--- config.mk ---
export PLATFORM = sky130hd
export DESIGN_NAME = op_scheduler_flat
export DESIGN_NICKNAME = d
export VERILOG_FILES = /design/src/rtl/op_scheduler_pkg.sv /design/src/rtl/op_scheduler_if.sv /design/src/rtl/op_scheduler_cmd_fifo.sv /design/src/rtl/op_scheduler.sv /design/src/flat_wrapper.sv
export SDC_FILE = /design/constraint.sdc
export NUM_CORES = 1
export LEC_CHECK = 0
export CAP_MARGIN = 25
export CELL_PAD_IN_SITES_DETAIL_PLACEMENT = 1
export CELL_PAD_IN_SITES_GLOBAL_PLACEMENT = 1
export CORE_AREA = 4 4 164 166
export CTS_BUF_LIST = sky130_fd_sc_hd__clkbuf_16
export DETAILED_ROUTE_END_ITERATION = 8
export DIE_AREA = 0 0 168 170
export PLACE_DENSITY = 0.84
export SYNTH_ARGS = -nofsm -noshare
export SYNTH_HDL_FRONTEND = slang
export SYNTH_SLANG_ARGS = --single-unit
export TNS_END_PERCENT = 20
--- constraint.sdc ---
create_clock -name clk -period 6.15 [get_ports clk]
set_input_delay 0.9225 -clock clk [delete_from_list [all_inputs] [get_ports clk]]
set_output_delay 0.9225 -clock clk [all_outputs]
set_load 0.01 [all_outputs]
--- src/rtl/op_scheduler_pkg.sv ---
// ---------------------------------------------------------------------------
// op_scheduler_pkg
// Purpose : Shared definitions for the FHE op scheduler slice. Holds the
//           controller opcode encodings and a helper that sizes one queued
//           command word.
// Contents: opcode_t, OPCODE_* constants, cmd_width()
// ---------------------------------------------------------------------------
package op_scheduler_pkg;

  typedef logic [1:0] opcode_t;

  // Opcode encodings shared with the FHE op controller.
  localparam opcode_t OPCODE_ENCRYPT = 2'd0;
  localparam opcode_t OPCODE_DECRYPT = 2'd1;
  localparam opcode_t OPCODE_ADD     = 2'd2;
  localparam opcode_t OPCODE_MULT    = 2'd3;

  // Width of one packed command: opcode, three base addresses, noise, tag.
  function automatic int cmd_width(input int addr_w, input int noise_w, input int tag_w);
    return 2 + 3 * addr_w + noise_w + tag_w;
  endfunction

endpackage

--- src/rtl/op_scheduler_if.sv ---
// ---------------------------------------------------------------------------
// op_scheduler_if
// Purpose : Bundles the three scheduler buses: host command push, controller
//           config/done, and host completion response, plus status.
// Modports:
//   slave  - the scheduler (consumes commands, drives controller + response)
//   master - the environment (host glue and controller)
// Signals : cmd_valid/ready/opcode/op1_addr/op2_addr/out_addr/noise/tag,
//           ctrl_config_en/opcode/op1_base_addr/op2_base_addr/out_base_addr/
//           noise/done, rsp_valid/ready/tag/timeout, busy, queue_count
// ---------------------------------------------------------------------------
interface op_scheduler_if
  import op_scheduler_pkg::*;
#(
  parameter int ADDR_WIDTH     = 10,
  parameter int BIG_N          = 30,
  parameter int TAG_WIDTH      = 4,
  parameter int FIFO_PTR_WIDTH = 2
) ();

  logic                    cmd_valid;
  logic                    cmd_ready;
  opcode_t                 cmd_opcode;
  logic [ADDR_WIDTH-1:0]   cmd_op1_addr;
  logic [ADDR_WIDTH-1:0]   cmd_op2_addr;
  logic [ADDR_WIDTH-1:0]   cmd_out_addr;
  logic [BIG_N-1:0]        cmd_noise;
  logic [TAG_WIDTH-1:0]    cmd_tag;

  logic                    ctrl_config_en;
  opcode_t                 ctrl_opcode;
  logic [ADDR_WIDTH-1:0]   ctrl_op1_base_addr;
  logic [ADDR_WIDTH-1:0]   ctrl_op2_base_addr;
  logic [ADDR_WIDTH-1:0]   ctrl_out_base_addr;
  logic [BIG_N-1:0]        ctrl_noise;
  logic                    ctrl_done;

  logic                    rsp_valid;
  logic                    rsp_ready;
  logic [TAG_WIDTH-1:0]    rsp_tag;
  logic                    rsp_timeout;

  logic                    busy;
  logic [FIFO_PTR_WIDTH:0] queue_count;

  modport slave (
    input  cmd_valid, cmd_opcode, cmd_op1_addr, cmd_op2_addr, cmd_out_addr, cmd_noise, cmd_tag,
    output cmd_ready,
    output ctrl_config_en, ctrl_opcode, ctrl_op1_base_addr, ctrl_op2_base_addr,
           ctrl_out_base_addr, ctrl_noise,
    input  ctrl_done,
    output rsp_valid, rsp_tag, rsp_timeout,
    input  rsp_ready,
    output busy, queue_count
  );

  modport master (
    output cmd_valid, cmd_opcode, cmd_op1_addr, cmd_op2_addr, cmd_out_addr, cmd_noise, cmd_tag,
    input  cmd_ready,
    input  ctrl_config_en, ctrl_opcode, ctrl_op1_base_addr, ctrl_op2_base_addr,
           ctrl_out_base_addr, ctrl_noise,
    output ctrl_done,
    input  rsp_valid, rsp_tag, rsp_timeout,
    output rsp_ready,
    input  busy, queue_count
  );

endinterface

--- src/rtl/op_scheduler_cmd_fifo.sv ---
// ---------------------------------------------------------------------------
// cmd_fifo
// Purpose : Synchronous command queue for the op scheduler. Head entry is
//           visible on rdata_o whenever the queue is non-empty.
// Ports   : clk, rst_n (async active-low)
//           push_i/wdata_i - write request (ignored when full)
//           pop_i          - remove head (ignored when empty)
//           rdata_o        - head entry
//           full_o/empty_o/count_o - occupancy status
// ---------------------------------------------------------------------------
module cmd_fifo #(
  parameter int WIDTH     = 66,
  parameter int DEPTH     = 4,
  parameter int PTR_WIDTH = 2
) (
  input  logic                 clk,
  input  logic                 rst_n,
  input  logic                 push_i,
  input  logic                 pop_i,
  input  logic [WIDTH-1:0]     wdata_i,
  output logic [WIDTH-1:0]     rdata_o,
  output logic                 full_o,
  output logic                 empty_o,
  output logic [PTR_WIDTH:0]   count_o
);

  logic [WIDTH-1:0]   mem_q [DEPTH];
  logic [PTR_WIDTH-1:0] wr_ptr_q;
  logic [PTR_WIDTH-1:0] rd_ptr_q;
  logic [PTR_WIDTH:0]   count_q;
  logic                 do_push;
  logic                 do_pop;

  // Full blocks a push even when a pop happens in the same cycle.
  assign full_o  = (count_q == (PTR_WIDTH+1)'(DEPTH));
  assign empty_o = (count_q == '0);
  assign count_o = count_q;
  assign rdata_o = mem_q[rd_ptr_q];
  assign do_push = push_i && !full_o;
  assign do_pop  = pop_i && !empty_o;

  // Pointers wrap naturally because DEPTH is a power of two.
  always_ff @(posedge clk or negedge rst_n) begin
    if (!rst_n) begin
      wr_ptr_q <= '0;
      rd_ptr_q <= '0;
      count_q  <= '0;
    end else begin
      if (do_push) wr_ptr_q <= wr_ptr_q + PTR_WIDTH'(1);
      if (do_pop)  rd_ptr_q <= rd_ptr_q + PTR_WIDTH'(1);
      case ({do_push, do_pop})
        2'b10:   count_q <= count_q + (PTR_WIDTH+1)'(1);
        2'b01:   count_q <= count_q - (PTR_WIDTH+1)'(1);
        default: count_q <= count_q;
      endcase
    end
  end

  // Storage needs no reset; occupancy tracking alone decides validity.
  always_ff @(posedge clk) begin
    if (do_push) mem_q[wr_ptr_q] <= wdata_i;
  end

endmodule

--- src/rtl/op_scheduler.sv ---
// ---------------------------------------------------------------------------
// op_scheduler
// Purpose : Command front-end for the FHE op controller. Queues host commands,
//           issues them one at a time through the controller config strobe,
//           waits for done (or a watchdog timeout) and returns the tag.
// Ports   : clk, rst_n (async active-low)
//           bus (op_scheduler_if.slave) - command, controller and response
//           buses plus busy/queue_count status
// ---------------------------------------------------------------------------
module op_scheduler
  import op_scheduler_pkg::*;
#(
  parameter int ADDR_WIDTH     = 10,
  parameter int BIG_N          = 30,
  parameter int TAG_WIDTH      = 4,
  parameter int FIFO_DEPTH     = 4,
  parameter int FIFO_PTR_WIDTH = 2,
  parameter int TIMEOUT_CYCLES = 256
) (
  input  logic          clk,
  input  logic          rst_n,
  op_scheduler_if.slave bus
);

  localparam int CMD_WIDTH = cmd_width(ADDR_WIDTH, BIG_N, TAG_WIDTH);
  localparam int CNT_WIDTH = $clog2(TIMEOUT_CYCLES);
  localparam logic [CNT_WIDTH-1:0] CNT_LAST = CNT_WIDTH'(TIMEOUT_CYCLES - 1);

  localparam logic [2:0] ST_IDLE   = 3'd0;
  localparam logic [2:0] ST_CONFIG = 3'd1;
  localparam logic [2:0] ST_ARM    = 3'd2;
  localparam logic [2:0] ST_RUN    = 3'd3;
  localparam logic [2:0] ST_RESP   = 3'd4;

  logic [CMD_WIDTH-1:0]      fifo_rdata;
  logic                      fifo_full;
  logic                      fifo_empty;
  logic [FIFO_PTR_WIDTH:0]   fifo_count;
  logic                      pop;

  opcode_t                   head_opcode;
  logic [ADDR_WIDTH-1:0]     head_op1;
  logic [ADDR_WIDTH-1:0]     head_op2;
  logic [ADDR_WIDTH-1:0]     head_out;
  logic [BIG_N-1:0]          head_noise;
  logic [TAG_WIDTH-1:0]      head_tag;

  logic [2:0]                state_q,       state_d;
  logic [CNT_WIDTH-1:0]      cnt_q,         cnt_d;
  logic                      cfg_en_q,      cfg_en_d;
  opcode_t                   opcode_q,      opcode_d;
  logic [ADDR_WIDTH-1:0]     op1_q,         op1_d;
  logic [ADDR_WIDTH-1:0]     op2_q,         op2_d;
  logic [ADDR_WIDTH-1:0]     out_q,         out_d;
  logic [BIG_N-1:0]          noise_q,       noise_d;
  logic [TAG_WIDTH-1:0]      tag_q,         tag_d;
  logic                      rsp_valid_q,   rsp_valid_d;
  logic [TAG_WIDTH-1:0]      rsp_tag_q,     rsp_tag_d;
  logic                      rsp_timeout_q, rsp_timeout_d;

  cmd_fifo #(
    .WIDTH     (CMD_WIDTH),
    .DEPTH     (FIFO_DEPTH),
    .PTR_WIDTH (FIFO_PTR_WIDTH)
  ) u_cmd_fifo (
    .clk     (clk),
    .rst_n   (rst_n),
    .push_i  (bus.cmd_valid),
    .pop_i   (pop),
    .wdata_i ({bus.cmd_opcode, bus.cmd_op1_addr, bus.cmd_op2_addr, bus.cmd_out_addr,
               bus.cmd_noise, bus.cmd_tag}),
    .rdata_o (fifo_rdata),
    .full_o  (fifo_full),
    .empty_o (fifo_empty),
    .count_o (fifo_count)
  );

  assign {head_opcode, head_op1, head_op2, head_out, head_noise, head_tag} = fifo_rdata;

  assign bus.cmd_ready          = !fifo_full;
  assign bus.queue_count        = fifo_count;
  assign bus.busy               = (state_q != ST_IDLE) || !fifo_empty;
  assign bus.ctrl_config_en     = cfg_en_q;
  assign bus.ctrl_opcode        = opcode_q;
  assign bus.ctrl_op1_base_addr = op1_q;
  assign bus.ctrl_op2_base_addr = op2_q;
  assign bus.ctrl_out_base_addr = out_q;
  assign bus.ctrl_noise         = noise_q;
  assign bus.rsp_valid          = rsp_valid_q;
  assign bus.rsp_tag            = rsp_tag_q;
  assign bus.rsp_timeout        = rsp_timeout_q;

  // Next-state logic. The ARM state exists so that a done left over from the
  // previous op is never mistaken for completion: the controller only clears
  // done once it has sampled the config strobe.
  always_comb begin
    state_d       = state_q;
    cnt_d         = cnt_q;
    cfg_en_d      = 1'b0;
    opcode_d      = opcode_q;
    op1_d         = op1_q;
    op2_d         = op2_q;
    out_d         = out_q;
    noise_d       = noise_q;
    tag_d         = tag_q;
    rsp_valid_d   = rsp_valid_q;
    rsp_tag_d     = rsp_tag_q;
    rsp_timeout_d = rsp_timeout_q;
    pop           = 1'b0;

    case (state_q)
      ST_IDLE: begin
        if (!fifo_empty) begin
          pop      = 1'b1;
          opcode_d = head_opcode;
          op1_d    = head_op1;
          op2_d    = head_op2;
          out_d    = head_out;
          noise_d  = head_noise;
          tag_d    = head_tag;
          state_d  = ST_CONFIG;
        end
      end
      ST_CONFIG: begin
        cfg_en_d = 1'b1;
        state_d  = ST_ARM;
      end
      ST_ARM: begin
        cnt_d   = '0;
        state_d = ST_RUN;
      end
      ST_RUN: begin
        // A real done beats a watchdog expiry in the same cycle.
        if (bus.ctrl_done) begin
          rsp_valid_d   = 1'b1;
          rsp_tag_d     = tag_q;
          rsp_timeout_d = 1'b0;
          state_d       = ST_RESP;
        end else if (cnt_q == CNT_LAST) begin
          rsp_valid_d   = 1'b1;
          rsp_tag_d     = tag_q;
          rsp_timeout_d = 1'b1;
          state_d       = ST_RESP;
        end else begin
          cnt_d = cnt_q + CNT_WIDTH'(1);
        end
      end
      ST_RESP: begin
        if (bus.rsp_ready) begin
          rsp_valid_d = 1'b0;
          state_d     = ST_IDLE;
        end
      end
      default: begin
        state_d = ST_IDLE;
      end
    endcase
  end

  // All scheduler outputs are registered; reset drops any in-flight op.
  always_ff @(posedge clk or negedge rst_n) begin
    if (!rst_n) begin
      state_q       <= ST_IDLE;
      cnt_q         <= '0;
      cfg_en_q      <= 1'b0;
      opcode_q      <= OPCODE_ENCRYPT;
      op1_q         <= '0;
      op2_q         <= '0;
      out_q         <= '0;
      noise_q       <= '0;
      tag_q         <= '0;
      rsp_valid_q   <= 1'b0;
      rsp_tag_q     <= '0;
      rsp_timeout_q <= 1'b0;
    end else begin
      state_q       <= state_d;
      cnt_q         <= cnt_d;
      cfg_en_q      <= cfg_en_d;
      opcode_q      <= opcode_d;
      op1_q         <= op1_d;
      op2_q         <= op2_d;
      out_q         <= out_d;
      noise_q       <= noise_d;
      tag_q         <= tag_d;
      rsp_valid_q   <= rsp_valid_d;
      rsp_tag_q     <= rsp_tag_d;
      rsp_timeout_q <= rsp_timeout_d;
    end
  end

endmodule

--- src/flat_wrapper.sv ---
// flat-port wrapper written by rule: the top's interface ports become plain ports
module op_scheduler_flat import op_scheduler_pkg::*;
#(
  parameter int ADDR_WIDTH     = 10,
  parameter int BIG_N          = 30,
  parameter int TAG_WIDTH      = 4,
  parameter int FIFO_DEPTH     = 4,
  parameter int FIFO_PTR_WIDTH = 2,
  parameter int TIMEOUT_CYCLES = 256
)
  (clk, rst_n, bus_cmd_valid, bus_cmd_opcode, bus_cmd_op1_addr, bus_cmd_op2_addr, bus_cmd_out_addr, bus_cmd_noise, bus_cmd_tag, bus_cmd_ready, bus_ctrl_config_en, bus_ctrl_opcode, bus_ctrl_op1_base_addr, bus_ctrl_op2_base_addr, bus_ctrl_out_base_addr, bus_ctrl_noise, bus_ctrl_done, bus_rsp_valid, bus_rsp_tag, bus_rsp_timeout, bus_rsp_ready, bus_busy, bus_queue_count);
  op_scheduler_if #(.ADDR_WIDTH(ADDR_WIDTH), .BIG_N(BIG_N), .TAG_WIDTH(TAG_WIDTH), .FIFO_PTR_WIDTH(FIFO_PTR_WIDTH)) bus_i ();
  input  logic clk;
  input  logic rst_n;
  input wire logic [$bits(bus_i.cmd_valid)-1:0] bus_cmd_valid;
  input wire logic [$bits(bus_i.cmd_opcode)-1:0] bus_cmd_opcode;
  input wire logic [$bits(bus_i.cmd_op1_addr)-1:0] bus_cmd_op1_addr;
  input wire logic [$bits(bus_i.cmd_op2_addr)-1:0] bus_cmd_op2_addr;
  input wire logic [$bits(bus_i.cmd_out_addr)-1:0] bus_cmd_out_addr;
  input wire logic [$bits(bus_i.cmd_noise)-1:0] bus_cmd_noise;
  input wire logic [$bits(bus_i.cmd_tag)-1:0] bus_cmd_tag;
  output wire logic [$bits(bus_i.cmd_ready)-1:0] bus_cmd_ready;
  output wire logic [$bits(bus_i.ctrl_config_en)-1:0] bus_ctrl_config_en;
  output wire logic [$bits(bus_i.ctrl_opcode)-1:0] bus_ctrl_opcode;
  output wire logic [$bits(bus_i.ctrl_op1_base_addr)-1:0] bus_ctrl_op1_base_addr;
  output wire logic [$bits(bus_i.ctrl_op2_base_addr)-1:0] bus_ctrl_op2_base_addr;
  output wire logic [$bits(bus_i.ctrl_out_base_addr)-1:0] bus_ctrl_out_base_addr;
  output wire logic [$bits(bus_i.ctrl_noise)-1:0] bus_ctrl_noise;
  input wire logic [$bits(bus_i.ctrl_done)-1:0] bus_ctrl_done;
  output wire logic [$bits(bus_i.rsp_valid)-1:0] bus_rsp_valid;
  output wire logic [$bits(bus_i.rsp_tag)-1:0] bus_rsp_tag;
  output wire logic [$bits(bus_i.rsp_timeout)-1:0] bus_rsp_timeout;
  input wire logic [$bits(bus_i.rsp_ready)-1:0] bus_rsp_ready;
  output wire logic [$bits(bus_i.busy)-1:0] bus_busy;
  output wire logic [$bits(bus_i.queue_count)-1:0] bus_queue_count;
  assign bus_i.cmd_valid = bus_cmd_valid;
  assign bus_i.cmd_opcode = bus_cmd_opcode;
  assign bus_i.cmd_op1_addr = bus_cmd_op1_addr;
  assign bus_i.cmd_op2_addr = bus_cmd_op2_addr;
  assign bus_i.cmd_out_addr = bus_cmd_out_addr;
  assign bus_i.cmd_noise = bus_cmd_noise;
  assign bus_i.cmd_tag = bus_cmd_tag;
  assign bus_cmd_ready = bus_i.cmd_ready;
  assign bus_ctrl_config_en = bus_i.ctrl_config_en;
  assign bus_ctrl_opcode = bus_i.ctrl_opcode;
  assign bus_ctrl_op1_base_addr = bus_i.ctrl_op1_base_addr;
  assign bus_ctrl_op2_base_addr = bus_i.ctrl_op2_base_addr;
  assign bus_ctrl_out_base_addr = bus_i.ctrl_out_base_addr;
  assign bus_ctrl_noise = bus_i.ctrl_noise;
  assign bus_i.ctrl_done = bus_ctrl_done;
  assign bus_rsp_valid = bus_i.rsp_valid;
  assign bus_rsp_tag = bus_i.rsp_tag;
  assign bus_rsp_timeout = bus_i.rsp_timeout;
  assign bus_i.rsp_ready = bus_rsp_ready;
  assign bus_busy = bus_i.busy;
  assign bus_queue_count = bus_i.queue_count;
  op_scheduler #(.ADDR_WIDTH(ADDR_WIDTH), .BIG_N(BIG_N), .TAG_WIDTH(TAG_WIDTH), .FIFO_DEPTH(FIFO_DEPTH), .FIFO_PTR_WIDTH(FIFO_PTR_WIDTH), .TIMEOUT_CYCLES(TIMEOUT_CYCLES)) u_core (.clk(clk), .rst_n(rst_n), .bus(bus_i));
endmodule
==> results.cfg, run 1 <==
[run_status]
status = completed

[cts]
post_cts_resized = 0
htree_levels = 2
numCtsBuffers = 37
tritoncts = yes
post_cts_buffers = 0
cts-root-buf = clkbuf_16
clock_latency_ns = 0.52
cts-hold-fix-buffers = 0
cts.sinks = 355
clockBufferDepth = 3
path_clk_slew_ns = 0.06

[synthesis]
netlist_area_sq_um = 13240
syn_area_per_cell_sq_um = 21.85
async_reset_ff_frac = 0.2563
syn-num-nets = 684
yosys_register_bits = 355
syn_inst = 606
ys.flop_type = edfxtp_1
synth_edf_count = 264
ys_seq_area_frac = 0.7705
synth_cell_types = 37
ys_warn_count = 0

[global_routing]
overflow = 0
grt_max_degree = 70
grt_pass1_vias = 7352
track_usage = 0.2128
antenna_found_initial = 1
grt_pass1_wl_um = 45840

[floorplanning]
ios = 145
fp.dieW_um = 168
rows = 59
die_area_sq_um = 28560
start_util = 0.5170
dieHeight_um = 170
core_sq_um = 25620

[detailed_routing]
vias = 6476
firstDrtPassIters = 4
routed_wl_um = 30000
drc = 0
ant_nets = 0
drt-initial-drc-count = 528
wl_per_cell_um = 26.43
viasPerCell = 5.706

[timing]
fin_skew_ns = 0.01986
final.setup.tns_ns = 0
relSlewSlack = 0.3068
rsz0062_at_grt = false
fmax_ghz = 0.3419
setup_ws_ns = 3.225
setup_viol = 0
fin_crit_ns = 2.925
slew_violations = 0
period_share = 0.4756
hold_viol = 0
tightest_slew_ns = 1.040

[setup_path]
worst-setup-path-type = register to output pin
cp_data_required_time_ns = 5.23
critPathLaunchType = register
cp.arrival_ns = 2.00
path_max_fanout = 4
crit_path_end_kind = output pin

[layout]
drive_above_1_share = 0.2563
stdcell_count = 1135
area_delta_synth_final_pct = 23.00
num_antenna_cells = 0
fin_nets = 849
multiInputGateArea_sq_um = 2890
num-fill-cells = 2087
regArea_sq_um = 10210

[placed_design]
port_buffers = 144
dp_cells = 1062
place_ws_ns = 3.168
place_congestion = 0.7454
hpwl_um = 17430

[power_and_ir_drop]
peakVddDrop_mv = 0.3064
p_leak_nw = 5.752
power_density_nw_per_um2 = 514.0

[flow_run]
drv_cap = 0

[worst_hold_path]
min_path_type = input pin to asynchronous set/reset pin
## synthesized netlist by cell type, types with 3 or more instances
master / number / area share
a211o_1: 3 / 0.0020
a21oi_1: 4 / 0.0015
and3_1: 8 / 0.0038
buf_2: 11 / 0.0042
buf_6: 5 / 0.0043
clkbuf_1: 6 / 0.0017
dfrtp_1: 91 / 0.17
edfxtp_1: 264 / 0.60
ha_1: 6 / 0.0057
inv_1: 6 / 0.0017
mux2_2: 64 / 0.054
mux2_4: 7 / 0.0079
mux4_2: 66 / 0.11
nand2_1: 8 / 0.0023
nand2b_1: 3 / 0.0014
nand3_1: 10 / 0.0038
nor2_1: 7 / 0.0020
nor3_1: 3 / 0.0011
o21ai_0: 5 / 0.0019
xnor2_1: 3 / 0.0020
xor2_1: 4 / 0.0026
## report_power, final
part | internal (W) | switching, W
Clock | 0.00123 | 0.000886
Combinational | 0.00143 | 0.00108
Sequential | 0.00328 | 0.000472
## critical path: stages, from the launching register on
cell and delay, ns:
dfrtp_1 0.41, or3_1 0.43, nand2b_1 0.17, clkdlybuf4s50_1 0.48
## state kept, by name, indices dropped and copies added (netlist names)
register                       cells
u_core.bus.rsp_valid               1
u_core.u_cmd_fifo.mem_q          264
u_core.bus.ctrl_op1_base_addr     10
u_core.bus.rsp_timeout             1
u_core.tag_q                       4
u_core.u_cmd_fifo.rd_ptr_q         2
u_core.u_cmd_fifo.count_o          3
u_core.bus.ctrl_noise             30
u_core.u_cmd_fifo.wr_ptr_q         2
u_core.cnt_q                       8
u_core.bus.ctrl_opcode             2
u_core.bus.ctrl_out_base_addr     10
u_core.state_q                     3
u_core.bus.ctrl_op2_base_addr     10
u_core.bus.ctrl_config_en          1
u_core.bus.rsp_tag                 4
## metrics by stage
stage / total power, W / cell area (sq um) / hold slack, ns / util
6_report: 0.008372 / 16290 / 0.4135 / 0.6359
3_3_place_gp: 0.006042 / 15000 / 0.4872 / 0.5855
3_5_place_dp: 0.006231 / 15000 / 0.4953 / 0.5855
2_1_floorplan: 0.005172 / 13240 / 0.4767 / -
5_1_grt: 0.008781 / 16290 / 0.4649 / 0.6359
4_1_cts: 0.008424 / 16160 / 0.4347 / 0.6308
## cell families (layout without fill, tap and decap cells)
kind of cell	after synthesis	after routing	synth area share
AOI/OAI and AO/OA	19	19	0.009259
buffers and inverters	31	225	0.01294
adders and majority gates	7	7	0.007180
muxes	138	138	0.1753
DFF	355	355	0.7705
xor gates and xnor gates	7	7	0.004629
and+or+nand+nor	49	49	0.02012
## path summary, 6_finish.rpt
check,endpoint,cells after the start,slack (ns),start
setup / recovery,bus_busy,3,3.22,u_core.u_cmd_fifo.count_o[0]$_DFFE_PN0P_
hold / removal,u_core.bus.ctrl_noise[2]$_DFFE_PN0P_,1,0.41,rst_n
setup reg to reg,u_core.bus.ctrl_noise[19]$_DFFE_PN0P_,3,3.54,u_core.u_cmd_fifo.rd_ptr_q[0]$_DFFE_PN0P_
hold reg to reg,u_core.bus.rsp_valid$_DFFE_PN0P_,2,0.51,u_core.bus.rsp_valid$_DFFE_PN0P_
max in group asynchronous,u_core.u_cmd_fifo.wr_ptr_q[0]$_DFFE_PN0P_,2,4.63,rst_n
min in group clk,u_core.bus.rsp_valid$_DFFE_PN0P_,2,0.51,u_core.bus.rsp_valid$_DFFE_PN0P_
## layout make-up
type | count | area share
Sequential cell | 355 | 0.6269
Multi-Input combinational cell | 220 | 0.1774
Timing Repair Buffer | 151 | 0.09724
Clock buffer | 39 | 0.05991
Tap cell | 335 | 0.02573
Clock inverter | 29 | 0.01137
Inverter | 6 | 0.001383
## routing by layer
layer	track usage	wire length [um]
met2	0.3786	16220
met4	0.06281	686
met1	0.2748	11790
met3	0.03275	1295
met5	0	7
## placed cells by master (no fill, tap or decap), drive strengths merged, types with 2 or more instances in the layout
master and count:
a211o 3, a21oi 4, a221o 2, and2 2
and3 8, and3b 2, buf 8, bufinv 2
clkbuf 39, clkdlybuf4s50 143, clkinv 15, dfrtp 91
edfxtp 264, ha 6, inv 18, mux2 71
mux4 66, nand2 8, nand2b 3, nand3 10
nand4 2, nor2 7, nor3 3, o21ai 7
xnor2 3, xor2 4
Power figures use the tool's default switching activity.
==> run 2: changes to the inputs <==
--- a/config.mk
+++ b/config.mk
@@ -8,11 +8,11 @@
 export CAP_MARGIN = 25
 export CELL_PAD_IN_SITES_DETAIL_PLACEMENT = 1
 export CELL_PAD_IN_SITES_GLOBAL_PLACEMENT = 1
-export CORE_AREA = 4 4 164 166
+export CORE_AREA = 4 4 170 172
 export CTS_BUF_LIST = sky130_fd_sc_hd__clkbuf_16
 export DETAILED_ROUTE_END_ITERATION = 8
-export DIE_AREA = 0 0 168 170
-export PLACE_DENSITY = 0.84
+export DIE_AREA = 0 0 174 176
+export PLACE_DENSITY = 0.79
 export SYNTH_ARGS = -nofsm -noshare
 export SYNTH_HDL_FRONTEND = slang
 export SYNTH_SLANG_ARGS = --single-unit
==> constraint.sdc (replaced) <==
create_clock -name clk -period 3 [get_ports clk]
set_input_delay 0.45 -clock clk [delete_from_list [all_inputs] [get_ports clk]]
set_output_delay 0.45 -clock clk [all_outputs]
set_load 0.01 [all_outputs]
==> run 2 against run 1 <==
  * Worst hold slack worse by 0.054 ns
  * Critical path depth unchanged
  * Flip-flop and latch count unchanged
  * Global-route usage down 2.4 points
  * Via count decreased by 1.0%
  * Routed wire length shrank 6.2%
  * Largest cell class unchanged
==> results.cfg, run 2 (synthesis gave the netlist of run 1 again) <==
[layout]
final_cell_mix = 264 x edfxtp_1, 143 x clkdlybuf4s50_1, 89 x dfrtp_1, 66 x mux4_2, 64 x mux2_2
area_delta_synth_final_pct = 22.97
fin_nets = 855
num-fill-cells = 2341
regMostFlops = u_core.u_cmd_fifo.mem_q
final_cell_area_sq_um = 16290
drive_above_1_share = 0.2600
mostFrequentLayoutCell = edfxtp_1
stdcell_count = 1150
num_antenna_cells = 0
largest_reg_flops = 264

[cts]
path_clk_slew_ns = 0.06
numCtsBuffers = 37
clockBufferDepth = 3
htree_levels = 2
cts.sinks = 355
post_cts_resized = 0
cts-hold-fix-buffers = 0
post_cts_buffers = 0
tritoncts = yes
clock_latency_ns = 0.51
cts-root-buf = clkbuf_16

[timing]
final.setup.tns_ns = 0
period_share = 0.8685
setup_viol = 0
hold_viol = 0
relSlewSlack = 0.2916
fmax_ghz = 0.3838
fin_skew_ns = 0.01754
rsz0062_at_grt = false
slew_violations = 0
tightest_slew_ns = 1.063
fin_crit_ns = 2.605

[setup_path]
cp_data_required_time_ns = 2.55
worst-setup-path-type = register to output pin
crit_path_end_kind = output pin
path_max_fanout = 9
cp.arrival_ns = 2.16
critPathLaunchType = register

[global_routing]
grt_pass1_vias = 7502
overflow = 0
track_usage = 0.1885
grt_pass1_wl_um = 44490
antenna_found_initial = 3
grt_max_degree = 69

[detailed_routing]
wl_per_cell_um = 24.46
drc = 0
drt-initial-drc-count = 479
vias = 6409
ant_nets = 0
viasPerCell = 5.573
firstDrtPassIters = 4
routed_wl_um = 28130

[floorplanning]
die_area_sq_um = 30620
core_sq_um = 27480
start_util = 0.4820
ios = 145
dieHeight_um = 176
rows = 61
fp.dieW_um = 174

[run_status]
status = completed

[placed_design]
dp_cells = 1082
port_buffers = 144
place_congestion = 0.7568
placed_cell_area_sq_um = 15150
hpwl_um = 17070

[power_and_ir_drop]
peakVddDrop_mv = 0.6553
p_leak_nw = 5.724
power_density_nw_per_um2 = 1037

[worst_hold_path]
min_path_type = input pin to asynchronous set/reset pin

[flow_run]
drv_cap = 0
## run 2: cell count changes in the layout (fill, tap and decap cells not counted), moves of 2 or more
cell	before	now
buf_12	1	6
inv_1	16	12
buf_16	4	1
buf_4	3	6
clkinv_1	6	9
clkbuf_16	39	37
clkinvlp_4	0	2
inv_6	1	3
## run 2: worst paths after layout
check	from	to	slack (ns)	cells after the start
hold / removal	rst_n	u_core.bus.ctrl_noise[14]$_DFFE_PN0P_	0.36	2
setup / recovery	u_core.state_q[1]$_DFFE_PN0P_	bus_busy	0.39	3
hold reg to reg	u_core.bus.rsp_tag[0]$_DFFE_PN0P_	u_core.bus.rsp_tag[0]$_DFFE_PN0P_	0.51	1
setup reg to reg	u_core.state_q[1]$_DFFE_PN0P_	u_core.u_cmd_fifo.count_o[2]$_DFFE_PN0P_	0.60	8
min in group clk	u_core.bus.rsp_tag[0]$_DFFE_PN0P_	u_core.bus.rsp_tag[0]$_DFFE_PN0P_	0.51	1
max in group asynchronous	rst_n	u_core.u_cmd_fifo.count_o[0]$_DFFE_PN0P_	1.66	4
## run 2: critical path, stage by stage, from the launching register on
cell             delay [ns]
dfrtp_1                0.48
nor3_1                 0.49
nand2b_1               0.17
clkdlybuf4s50_1        0.52
## run 2: layout make-up
cell class | instances | area, sq um | share of cell area
clock buffer | 37 | 925.9 | 0.05685
clock inverter | 29 | 167.7 | 0.01030
inverter | 6 | 22.52 | 0.001383
multi-input combinational | 220 | 2890 | 0.1775
sequential | 355 | 10210 | 0.6271
tap | 346 | 432.9 | 0.02658
timing repair buffer | 157 | 1634 | 0.1003
## run 2: routing by layer
layer	track usage	vias up	part of all wire
met5	0	-	0.0014
met4	0.04223	6	0.016
met3	0.04197	47	0.050
met2	0.3249	171	0.52
met1	0.2498	3398	0.41
li1	-	2787	-
## run 2: per-stage QoR
| stage | total power, W | utilization | hold slack [ns] | setup WS [ns] |
|---|---|---|---|---|
| 4_1_cts | 0.01714 | 0.5913 | 0.1299 | 0.4222 |
| 5_1_grt | 0.01779 | 0.5927 | 0.3738 | 0.3444 |
| 2_1_floorplan | 0.01060 | - | 0.1544 | 0.2219 |
| 3_3_place_gp | 0.01259 | 0.5515 | 0.4881 | 0.6722 |
| 6_report | 0.01688 | 0.5927 | 0.3595 | 0.3946 |
| 3_5_place_dp | 0.01289 | 0.5515 | 0.5002 | 0.5794 |
## run 2: report_power, final
| part | switching [W] | internal [W] | total, W |
|---|---|---|---|
| sequential | 0.000949 | 0.00671 | 0.00766 |
| combinational | 0.00214 | 0.00294 | 0.00508 |
| clock | 0.00180 | 0.00234 | 0.00414 |
| total | 0.00489 | 0.0120 | 0.0169 |
==> RTL edit: new RTL, config.mk and constraints of run 2 <==
`op2_q` no longer has a reset.
--- a/src/rtl/op_scheduler.sv
+++ b/src/rtl/op_scheduler.sv
@@ -167,3 +167,2 @@
       op1_q         <= '0;
-      op2_q         <= '0;
       out_q         <= '0;
@@ -180,3 +179,2 @@
       op1_q         <= op1_d;
-      op2_q         <= op2_d;
       out_q         <= out_d;
@@ -190,2 +188,6 @@
 
+  always_ff @(posedge clk) begin
+    op2_q <= op2_d;
+  end
+
 endmodule
Formal check against the unedited RTL: differs if rst_n is asserted again (counterexample within 4 cycles, from zero or initial values and one cycle with rst_n low); with rst_n held inactive, the same outputs for 10 cycles.
==> RTL edit against run 2 <==
Clock power up 1%; sequential cell count did not move; power fell by 0.34%; routed wire length is 0.16% higher; combinational power is essentially flat; area after synthesis about the same; worst setup slack better by 150 ps; non-clock buffer count up 8; clock skew decreased by 4.1 ps; synthesized cell count shrank 1.8%; highest routed layer unchanged; final area about the same.
==> RTL edit: results (changes against run 2) <==
unique cell type count in the Yosys netlist -> 43 (+16%)
worst slew pin tran -> 784 ps (-279 ps)
GPL Wtd Cong -> 0.739 (-2.3%)
outcome -> completed
Worst-Skew Late Latency -> 510 ps (about the same)
sequential share of the synthesized area -> 0.775 (+0.00444)
first-pass GRT wire length -> 44.3 mm (-0.40%)
ranking of synthesized cells by area -> edfxtp_1, dfrtp_1, mux4_2
DR vias -> 6430 (+0.33%)
leakage -> 5.72 nW (about the same)
asr flop ratio synth -> 0.228 (-0.0282)
CP Max Fanout -> 5 (-4)
DRT Pass-1 Iters -> 4 (unchanged)
placed wire-length estimate -> 17.8 mm (+4.4%)
post-CTS setup buffer count -> 0 (unchanged)
number of synthesized flops with an enable pin -> 274 (+3.8%)
share of cells above drive strength 1 -> 0.250 (-0.00995)
largest net degree at the start of global routing -> 69 (unchanged)
GRT Overall Usage -> 0.188 (-0.000814)
initial drt markers -> 323 (-33%)
synth cell count leaders -> edfxtp_1, dfrtp_1, mux4_2, mux2_2, nand3_1
Hold WC Path Type -> input pin to asynchronous set/reset pin
Max Slew Vio Count -> 0 (unchanged)
Place WS -> 596 ps (+17.1 ps)
Mapped Avg Cell Area -> 22.2 um2 (+1.8%)
WL/cell -> 24.5 um (about the same)
Layout Nets -> 854 (-0.12%)
Max VDD drop -> 0.000568 V (-13%)
Avg Vias per Cell -> 5.59 (+0.24%)
vias in the first global route -> 7318 (-2.5%)
CP arrival -> 2010 ps (-150 ps)
syn_nets -> 673 (-1.6%)
Layout Skew -> 13.4 ps (-4.09 ps)
[RTL edit: logic make-up after synthesis]
family / count (synthesis) / share of synthesized area
simple gates: 47 / 0.0204
fa+ha+maj: 7 / 0.00719
mux: 128 / 0.168
buf+inv: 30 / 0.0144
compound gates: 21 / 0.0106
flops: 355 / 0.775
xor+xnor: 7 / 0.00463
[RTL edit: cell type report]
cell class / count / area (um2)
Timing Repair Buffer: 165 / 1630
Clock inverter: 30 / 181
Fill cell: 2348 / 11200
Sequential cell: 355 / 10300
Clock buffer: 37 / 926
Inverter: 7 / 26.3
Multi-Input combinational cell: 210 / 2810
Tap cell: 346 / 433
Antenna cell: 1 / 2.50
[RTL edit: path summary, 6_finish.rpt]
check	from	endpoint	slack, ps	depth (start not counted)
setup / recovery	u_core.u_cmd_fifo.count_o[0]$_DFFE_PN0P_	bus_busy	540	3
hold / removal	rst_n	u_core.bus.ctrl_noise[21]$_DFFE_PN0P_	30	1
setup reg to reg	u_core.u_cmd_fifo.count_o[0]$_DFFE_PN0P_	u_core.u_cmd_fifo.count_o[2]$_DFFE_PN0P_	660	10
hold reg to reg	u_core.bus.ctrl_noise[4]$_DFFE_PN0P_	u_core.bus.ctrl_noise[4]$_DFFE_PN0P_	510	1
max in group asynchronous	rst_n	u_core.bus.ctrl_out_base_addr[1]$_DFFE_PN0P_	2220	2
min in group clk	u_core.bus.ctrl_noise[4]$_DFFE_PN0P_	u_core.bus.ctrl_noise[4]$_DFFE_PN0P_	510	1
[RTL edit: report_power, final]
part / internal, W / switching [W]
logic: 0.00285 / 0.00223
registers: 0.00677 / 0.000797
clock network: 0.00241 / 0.00177
total: 0.0120 / 0.00480
[RTL edit: worst max-delay path: stages (launching register included)]
cell and delay (ps):
dfrtp_1 450, nor3_1 410, nand3b_1 140, clkdlybuf4s50_1 500
[RTL edit: through the flow]
stage / hold slack, ps / cell area [um2]
floorplan: 154 / 13200
CTS: 52.9 / 16300
detailed placement: 496 / 15100
finish: 28.0 / 16300
global route: 68.6 / 16300
global placement: 488 / 15100
[RTL edit: layer usage]
metal | vias up | wire length, um | track usage
met5 | - | 21 | 0
met4 | 4 | 480 | 0.0455
met2 | 175 | 15100 | 0.335
li1 | 2771 | - | -
met3 | 43 | 1420 | 0.0392
met1 | 3437 | 11200 | 0.239
